$ cat config.mk
export PLATFORM = sky130hd
export DESIGN_NAME = ni_config_reader
export DESIGN_NICKNAME = d
export VERILOG_FILES = /design/src/rtl/ni_config_pkg.sv /design/src/rtl/ni_config_reader.sv
export SDC_FILE = /design/constraint.sdc
export NUM_CORES = 2
export LEC_CHECK = 0
export ABC_AREA = 1
export CORE_ASPECT_RATIO = 2
export CORE_MARGIN = 5
export CORE_UTILIZATION = 55
export CTS_BUF_LIST = sky130_fd_sc_hd__clkbuf_4
export DETAILED_ROUTE_END_ITERATION = 10
export DONT_BUFFER_PORTS = 1
export GPL_ROUTABILITY_DRIVEN = 1
export PLACE_DENSITY = 0.78
export SLEW_MARGIN = 40
export SYNTH_ARGS = -nofsm -noshare
export SYNTH_HDL_FRONTEND = slang
export SYNTH_SLANG_ARGS = --single-unit
$ cat constraint.sdc
create_clock -name clk -period 6.2 [get_ports clk]
set_input_delay 1.24 -clock clk [delete_from_list [all_inputs] [get_ports clk]]
set_output_delay 1.24 -clock clk [all_outputs]
set_load 0.03 [all_outputs]
$ cat src/rtl/ni_config_pkg.sv
// Shared definitions for the NI configuration register file: word indices,
// CONF bit positions and the reader FSM state encoding.
package ni_config_pkg;

  // Word indices of the scalar registers inside the config region
  localparam logic [9:0] REG_TILEID          = 10'd0;
  localparam logic [9:0] REG_NUMTILES        = 10'd1;
  localparam logic [9:0] REG_CONF            = 10'd3;
  localparam logic [9:0] REG_COREBASE        = 10'd4;
  localparam logic [9:0] REG_DOMAIN_NUMCORES = 10'd6;
  localparam logic [9:0] REG_GMEM_SIZE       = 10'd7;
  localparam logic [9:0] REG_GMEM_TILE       = 10'd8;
  localparam logic [9:0] REG_LMEM_SIZE       = 10'd9;
  localparam logic [9:0] REG_NUMCTS          = 10'd10;
  localparam logic [9:0] REG_SEED            = 10'd11;

  // Word index where the packed 16-bit compute-tile list begins
  localparam logic [9:0] REG_CTLIST          = 10'h80;

  // CONF register bit positions
  localparam int CONF_MPSIMPLE_BIT = 0;
  localparam int CONF_DMA_BIT      = 1;

  // Number of scalar registers fetched before the CT list
  localparam int NUM_SCALARS = 10;

  typedef enum logic [1:0] {
    IDLE      = 2'd0,
    RD_SCALAR = 2'd1,
    RD_CT     = 2'd2
  } ni_cfg_state_e;

  // Fetch order of the scalar registers: sequence position -> word index
  function automatic logic [9:0] scalar_word(input logic [3:0] idx);
    logic [9:0] w;
    case (idx)
      4'd0:    w = REG_TILEID;
      4'd1:    w = REG_NUMTILES;
      4'd2:    w = REG_CONF;
      4'd3:    w = REG_COREBASE;
      4'd4:    w = REG_DOMAIN_NUMCORES;
      4'd5:    w = REG_GMEM_SIZE;
      4'd6:    w = REG_GMEM_TILE;
      4'd7:    w = REG_LMEM_SIZE;
      4'd8:    w = REG_NUMCTS;
      4'd9:    w = REG_SEED;
      default: w = REG_TILEID;
    endcase
    return w;
  endfunction

endpackage

$ cat src/rtl/ni_config_reader.sv
// ni_config_reader: bus initiator that walks the NI config register file after
// a start request and keeps a local snapshot of the scalars and the CT list.
module ni_config_reader
  import ni_config_pkg::*;
#(
  parameter logic [31:0] BASE_ADDR = 32'h0,
  parameter int          MAX_CTS   = 64,
  parameter int          TIMEOUT   = 16
) (
  input  logic        clk,
  input  logic        rst_n,
  input  logic        start,
  output logic        busy,
  output logic        done,
  output logic        valid,
  output logic        error,
  output logic        err_timeout,
  output logic        ct_trunc,
  output logic [31:0] bus_addr,
  output logic        bus_we,
  output logic        bus_en,
  output logic [31:0] bus_data_out,
  input  logic [31:0] bus_data_in,
  input  logic        bus_ack,
  input  logic        bus_err,
  output logic [31:0] tileid,
  output logic [31:0] numtiles,
  output logic [31:0] corebase,
  output logic [31:0] numcores,
  output logic [31:0] gmem_size,
  output logic [31:0] gmem_tile,
  output logic [31:0] lmem_size,
  output logic [31:0] numcts,
  output logic [31:0] seed,
  output logic        conf_mpsimple,
  output logic        conf_dma,
  input  logic [5:0]  ct_idx,
  output logic [15:0] ct_tileid
);

  // Storage is sized for the full 6-bit index; slots at or above MAX_CTS are never written
  localparam int          CT_SLOTS    = 64;
  localparam logic [31:0] CT_BYTE_OFS = {20'd0, REG_CTLIST, 2'b00};
  localparam logic [15:0] WAIT_LAST   = 16'(TIMEOUT - 1);

  ni_cfg_state_e state_q, state_d;
  logic [3:0]  sc_idx_q, sc_idx_d;
  logic [6:0]  ct_i_q, ct_i_d;
  logic [6:0]  ct_cnt_q, ct_cnt_d;
  logic [15:0] wait_q, wait_d;
  logic        bus_en_q, bus_en_d;
  logic [31:0] bus_addr_q, bus_addr_d;
  logic        done_q, done_d;
  logic        valid_q, valid_d;
  logic        error_q, error_d;
  logic        err_to_q, err_to_d;
  logic        trunc_q, trunc_d;
  logic [31:0] tileid_q, tileid_d;
  logic [31:0] numtiles_q, numtiles_d;
  logic [1:0]  conf_q, conf_d;
  logic [31:0] corebase_q, corebase_d;
  logic [31:0] numcores_q, numcores_d;
  logic [31:0] gmem_size_q, gmem_size_d;
  logic [31:0] gmem_tile_q, gmem_tile_d;
  logic [31:0] lmem_size_q, lmem_size_d;
  logic [31:0] numcts_q, numcts_d;
  logic [31:0] seed_q, seed_d;
  logic [15:0] ct_q [CT_SLOTS];

  logic        rsp_ok, rsp_err, rsp_to;
  logic        ct_clear, ct_we;
  logic [6:0]  cnt_sel;
  logic [6:0]  ct_next;
  logic [15:0] ct_half;

  // Next-state logic: start handling, access handshake, capture and abort
  always_comb begin
    state_d     = state_q;
    sc_idx_d    = sc_idx_q;
    ct_i_d      = ct_i_q;
    ct_cnt_d    = ct_cnt_q;
    wait_d      = wait_q;
    bus_en_d    = bus_en_q;
    bus_addr_d  = bus_addr_q;
    done_d      = 1'b0;
    valid_d     = valid_q;
    error_d     = error_q;
    err_to_d    = err_to_q;
    trunc_d     = trunc_q;
    tileid_d    = tileid_q;
    numtiles_d  = numtiles_q;
    conf_d      = conf_q;
    corebase_d  = corebase_q;
    numcores_d  = numcores_q;
    gmem_size_d = gmem_size_q;
    gmem_tile_d = gmem_tile_q;
    lmem_size_d = lmem_size_q;
    numcts_d    = numcts_q;
    seed_d      = seed_q;
    ct_clear    = 1'b0;
    ct_we       = 1'b0;
    cnt_sel     = 7'd0;
    ct_next     = ct_i_q + 7'd1;

    // bus_err dominates a coincident bus_ack
    rsp_err = bus_en_q & bus_err;
    rsp_ok  = bus_en_q & bus_ack & ~bus_err;
    rsp_to  = bus_en_q & ~bus_ack & ~bus_err & (wait_q == WAIT_LAST);

    case (state_q)
      IDLE: begin
        if (start) begin
          valid_d    = 1'b0;
          error_d    = 1'b0;
          err_to_d   = 1'b0;
          trunc_d    = 1'b0;
          ct_clear   = 1'b1;
          sc_idx_d   = 4'd0;
          ct_i_d     = 7'd0;
          wait_d     = 16'd0;
          bus_en_d   = 1'b1;
          bus_addr_d = BASE_ADDR + {20'd0, scalar_word(4'd0), 2'b00};
          state_d    = RD_SCALAR;
        end
      end

      RD_SCALAR, RD_CT: begin
        if (rsp_err || rsp_to) begin
          bus_en_d = 1'b0;
          done_d   = 1'b1;
          error_d  = 1'b1;
          err_to_d = rsp_to;
          valid_d  = 1'b0;
          state_d  = IDLE;
        end else if (rsp_ok) begin
          wait_d = 16'd0;
          if (state_q == RD_SCALAR) begin
            case (sc_idx_q)
              4'd0:    tileid_d    = bus_data_in;
              4'd1:    numtiles_d  = bus_data_in;
              4'd2:    conf_d      = {bus_data_in[CONF_DMA_BIT], bus_data_in[CONF_MPSIMPLE_BIT]};
              4'd3:    corebase_d  = bus_data_in;
              4'd4:    numcores_d  = bus_data_in;
              4'd5:    gmem_size_d = bus_data_in;
              4'd6:    gmem_tile_d = bus_data_in;
              4'd7:    lmem_size_d = bus_data_in;
              4'd8:    numcts_d    = bus_data_in;
              4'd9:    seed_d      = bus_data_in;
              default: ;
            endcase
            if (sc_idx_q == 4'(NUM_SCALARS - 1)) begin
              // NUMCTS was captured on the previous access
              if (numcts_q > 32'(MAX_CTS)) begin
                cnt_sel = 7'(MAX_CTS);
                trunc_d = 1'b1;
              end else begin
                cnt_sel = numcts_q[6:0];
              end
              ct_cnt_d = cnt_sel;
              if (cnt_sel == 7'd0) begin
                bus_en_d = 1'b0;
                done_d   = 1'b1;
                valid_d  = 1'b1;
                state_d  = IDLE;
              end else begin
                ct_i_d     = 7'd0;
                bus_addr_d = BASE_ADDR + CT_BYTE_OFS;
                state_d    = RD_CT;
              end
            end else begin
              sc_idx_d   = sc_idx_q + 4'd1;
              bus_addr_d = BASE_ADDR + {20'd0, scalar_word(sc_idx_q + 4'd1), 2'b00};
            end
          end else begin
            ct_we = 1'b1;
            if (ct_next == ct_cnt_q) begin
              bus_en_d = 1'b0;
              done_d   = 1'b1;
              valid_d  = 1'b1;
              state_d  = IDLE;
            end else begin
              ct_i_d     = ct_next;
              bus_addr_d = BASE_ADDR + CT_BYTE_OFS + {24'd0, ct_next, 1'b0};
            end
          end
        end else begin
          wait_d = wait_q + 16'd1;
        end
      end

      default: state_d = IDLE;
    endcase
  end

  // State and snapshot registers
  always_ff @(posedge clk) begin
    if (!rst_n) begin
      state_q     <= IDLE;
      sc_idx_q    <= 4'd0;
      ct_i_q      <= 7'd0;
      ct_cnt_q    <= 7'd0;
      wait_q      <= 16'd0;
      bus_en_q    <= 1'b0;
      bus_addr_q  <= 32'd0;
      done_q      <= 1'b0;
      valid_q     <= 1'b0;
      error_q     <= 1'b0;
      err_to_q    <= 1'b0;
      trunc_q     <= 1'b0;
      tileid_q    <= 32'd0;
      numtiles_q  <= 32'd0;
      conf_q      <= 2'd0;
      corebase_q  <= 32'd0;
      numcores_q  <= 32'd0;
      gmem_size_q <= 32'd0;
      gmem_tile_q <= 32'd0;
      lmem_size_q <= 32'd0;
      numcts_q    <= 32'd0;
      seed_q      <= 32'd0;
    end else begin
      state_q     <= state_d;
      sc_idx_q    <= sc_idx_d;
      ct_i_q      <= ct_i_d;
      ct_cnt_q    <= ct_cnt_d;
      wait_q      <= wait_d;
      bus_en_q    <= bus_en_d;
      bus_addr_q  <= bus_addr_d;
      done_q      <= done_d;
      valid_q     <= valid_d;
      error_q     <= error_d;
      err_to_q    <= err_to_d;
      trunc_q     <= trunc_d;
      tileid_q    <= tileid_d;
      numtiles_q  <= numtiles_d;
      conf_q      <= conf_d;
      corebase_q  <= corebase_d;
      numcores_q  <= numcores_d;
      gmem_size_q <= gmem_size_d;
      gmem_tile_q <= gmem_tile_d;
      lmem_size_q <= lmem_size_d;
      numcts_q    <= numcts_d;
      seed_q      <= seed_d;
    end
  end

  // Even entries sit in the upper half of a list word, odd entries in the lower half
  assign ct_half = ct_i_q[0] ? bus_data_in[15:0] : bus_data_in[31:16];

  // CT snapshot: cleared on reset and on every accepted start, written per CT ack
  always_ff @(posedge clk) begin
    if (!rst_n || ct_clear) begin
      for (int i = 0; i < CT_SLOTS; i++) begin
        ct_q[i] <= 16'd0;
      end
    end else if (ct_we) begin
      ct_q[ct_i_q[5:0]] <= ct_half;
    end
  end

  assign ct_tileid = ({1'b0, ct_idx} < 7'(MAX_CTS)) ? ct_q[ct_idx] : 16'd0;

  assign busy          = (state_q != IDLE);
  assign done          = done_q;
  assign valid         = valid_q;
  assign error         = error_q;
  assign err_timeout   = err_to_q;
  assign ct_trunc      = trunc_q;
  assign bus_addr      = bus_addr_q;
  assign bus_en        = bus_en_q;
  assign bus_we        = 1'b0;
  assign bus_data_out  = 32'd0;
  assign tileid        = tileid_q;
  assign numtiles      = numtiles_q;
  assign corebase      = corebase_q;
  assign numcores      = numcores_q;
  assign gmem_size     = gmem_size_q;
  assign gmem_tile     = gmem_tile_q;
  assign lmem_size     = lmem_size_q;
  assign numcts        = numcts_q;
  assign seed          = seed_q;
  assign conf_mpsimple = conf_q[0];
  assign conf_dma      = conf_q[1];

endmodule

==> metrics <==
cell mode on critical path nand2_1; Slew HR between 40% and 50%; required time worst endpoint around 5.0 ns; Ports 421; global-route wire length before repair ~280 mm; CTS Sinks ~1400; CP startpoint kind input pin; sequential cell area fraction in the yosys report between 60% and 70%; clock tree buffer depth 4; Remaining DRCs 0; final period utilization 90.61%; die extent in y around 470 um; Critical Path Fanout Max 513; critical-path cell list inv_8 -> buf_4 -> o21ai_0 -> o22ai_1 -> nand2_1 -> nand2_1 -> a21oi_1 -> o21ai_0 -> nand3_1 -> nand2_1; Reg2Reg Depth 9; Power Density roughly 340 nW/um^2; type of the worst setup path in -> out; CP top delay family buffers and inverters; Initial Util around 55%; CORE AREA 107200 sq um; Hold Slack ~0.09 ns; Fmax ~180 MHz; commonest non-fill, non-tap cell in the layout nor2_1; Tot GR Track Use approximately a third; # Post-CTS Setup Buffers 0; internal power roughly 15 mW; cts hold-fix bufs 0; leakage about 25 nW; via count 47600; Yosys reg bits around 1400; most frequent cells in the layout nor2_1, edfxtp_1, nand2_1; Slew Limit Fails 0; switching share of power between 30% and 40%; DR vias/cell 6.141; Final ANT Viol Nets 0; clock share of power between 30% and 40%; routability cong. 0.9350; Worst-Skew Late Latency between 1 and 1.5 ns; Period minus WS final 5.618 ns; CP Buf/Inv Count 2; sequential share of power 51.9%; vias in the first global route roughly 47000; WL final between 150 and 200 mm; root buffer cell clkbuf_4; endpoints failing setup 0; Hold Path Stages 2; Synth Area per Inst approximately 9.4 sq um; CTS tree done; Hold Crit Class in -> reg; nets ~6200; synthesis-to-finish area growth 7.173%; CTS H-tree lvls 5; Max VDD drop 229.0 uV; Crit. End Element output port; RSZ-0062 raised after global routing false; number of max-cap violations 0; CP max stage delay ~0.57 ns; cts repair resizes 0; TritonCTS buffer count about 310; Critical-path top delay cell inv_8; Critical Path AT 4.38 ns; DRT iter0 DRCs 5435; Logic pwr share 16.3%; pin count of the biggest net entering global routing roughly 500; # rows 170; Post-Syn Instances around 6300; P_sw between 6 and 7 mW; initial antenna violation count 4; total grt overflow 0; Yosys warnings 0; Total Power 21.63 mW; number of enable flip-flop cells after synthesis approximately 1000; Port Buffers 0; first drt pass iteration count 9; Yosys cell types between 40 and 50; outcome finished, final reports clean; setup_tns 0 ns; Worst Skew 0.1094 ns; r2r startpoint state_q[1]; share of cells above drive strength 1 between 10% and 20%; die area 114800 sq um; CP Depth 10; hold path startpoint bus_data_in[12]; Synth async-reset ratio 0%; Final Hold Viols 0; die width ~240 um; DP HPWL between 100 and 150 mm; dpl ws approximately 1.1 ns; pin slew with the least headroom to its limit 0.8812 ns; Syn Std Cell Area roughly 59000 sq um; per-cell routed wire length about 24 um; worst setup margin about 0.58 ns; worst setup path start ct_idx[0]; Post-synth top flop edfxtp_1; clk slew on worst S/H paths approximately 0.070 ns
[synthesized netlist by cell type (4+ instances only)]
cell type	instances	area, sq um
o21a_1	4	30.03
o21ai_0	765	3829
nand2_2	16	100.1
nor3_1	16	80.08
buf_2	69	345.3
nand2_4	24	270.3
mux2i_1	14	140.1
nand4_1	12	75.07
buf_6	7	78.83
nand2_1	877	3292
nor2_2	17	106.4
o22ai_1	251	1570
inv_1	103	386.6
dfxtp_1	340	6807
buf_4	61	457.9
o221ai_1	5	43.79
nand3_1	58	290.3
ha_1	12	150.1
inv_2	10	37.54
o211ai_1	5	37.54
a21oi_1	250	1251
buf_1	28	105.1
nor2_1	1876	7042
nor3_4	6	97.59
clkbuf_1	414	1554
edfxtp_1	1024	30750
[path summary, 6_finish.rpt]
check	slack [ns]	end
max	0.58	ct_tileid[8]
min	0.09	gmem_tile[12]
max reg2reg	2.07	ct_q[6][0]
min reg2reg	0.48	ct_cnt_q[0]
[flip-flops by register name, summed over array words and instances (netlist names), 4 cells and up]
signal,flops
ct_q,1024
corebase,32
gmem_size,32
gmem_tile,32
lmem_size,32
numcores,32
numcts,32
numtiles,32
seed,32
tileid,32
wait_q,16
bus_addr,8
ct_cnt_q,7
ct_i_q,7
sc_idx_q,4
[area by class of cell]
cell class / count / area, sq um
Fill cell: 8782 / 43710
Antenna cell: 7 / 17.52
Clock inverter: 53 / 290.3
Multi-Input combinational cell: 4300 / 19220
Tap cell: 1376 / 1722
Sequential cell: 1364 / 37560
Inverter: 114 / 447.9
Timing Repair Buffer: 97 / 934.6
Clock buffer: 440 / 3303
[cell families (layout without fill, tap and decap cells)]
| logic type | Yosys count | in the layout | share of synthesized area (%) |
|---|---|---|---|
| muxes | 14 | 14 | 0.2365 |
| adders and majority gates | 12 | 12 | 0.2534 |
| AOI/OAI and AO/OA | 1295 | 1295 | 11.61 |
| buffers and inverters | 693 | 704 | 5.012 |
| xor gates and xnor gates | 5 | 5 | 0.07394 |
| and+or+nand+nor | 2917 | 2917 | 19.41 |
| DFF | 1364 | 1364 | 63.40 |
| other | 1 | 64 | 0.006330 |
[power groups by stage]
stage / Combinational [mW] / Clock, mW / Sequential, mW
floorplan: 2.33 / 0 / 11.3
global placement: 3.30 / 0 / 11.4
detailed placement: 3.44 / 0 / 11.4
CTS: 3.45 / 6.87 / 11.2
global route: 3.75 / 7.36 / 11.3
finish: 3.54 / 6.87 / 11.2
[per-layer routing]
layer,vias to the layer above,wire (um),GRT usage [%]
met1,22200,54680,32.32
met2,3532,90350,52.82
li1,21010,-,-
met3,857,23940,10.10
met4,2,18000,25.68
met5,-,16,0
[stage by stage]
stage | instance area (sq um) | utilization [%] | std cells
2_1_floorplan | 59450 | - | 6357
3_3_place_gp | 59590 | 55.59 | 7239
3_5_place_dp | 59800 | 55.78 | 7249
4_1_cts | 63390 | 59.14 | 7742
5_1_grt | 63480 | 59.21 | 7747
6_report | 63490 | 59.22 | 7751
Note: power is estimated with default switching activity, not from simulation.
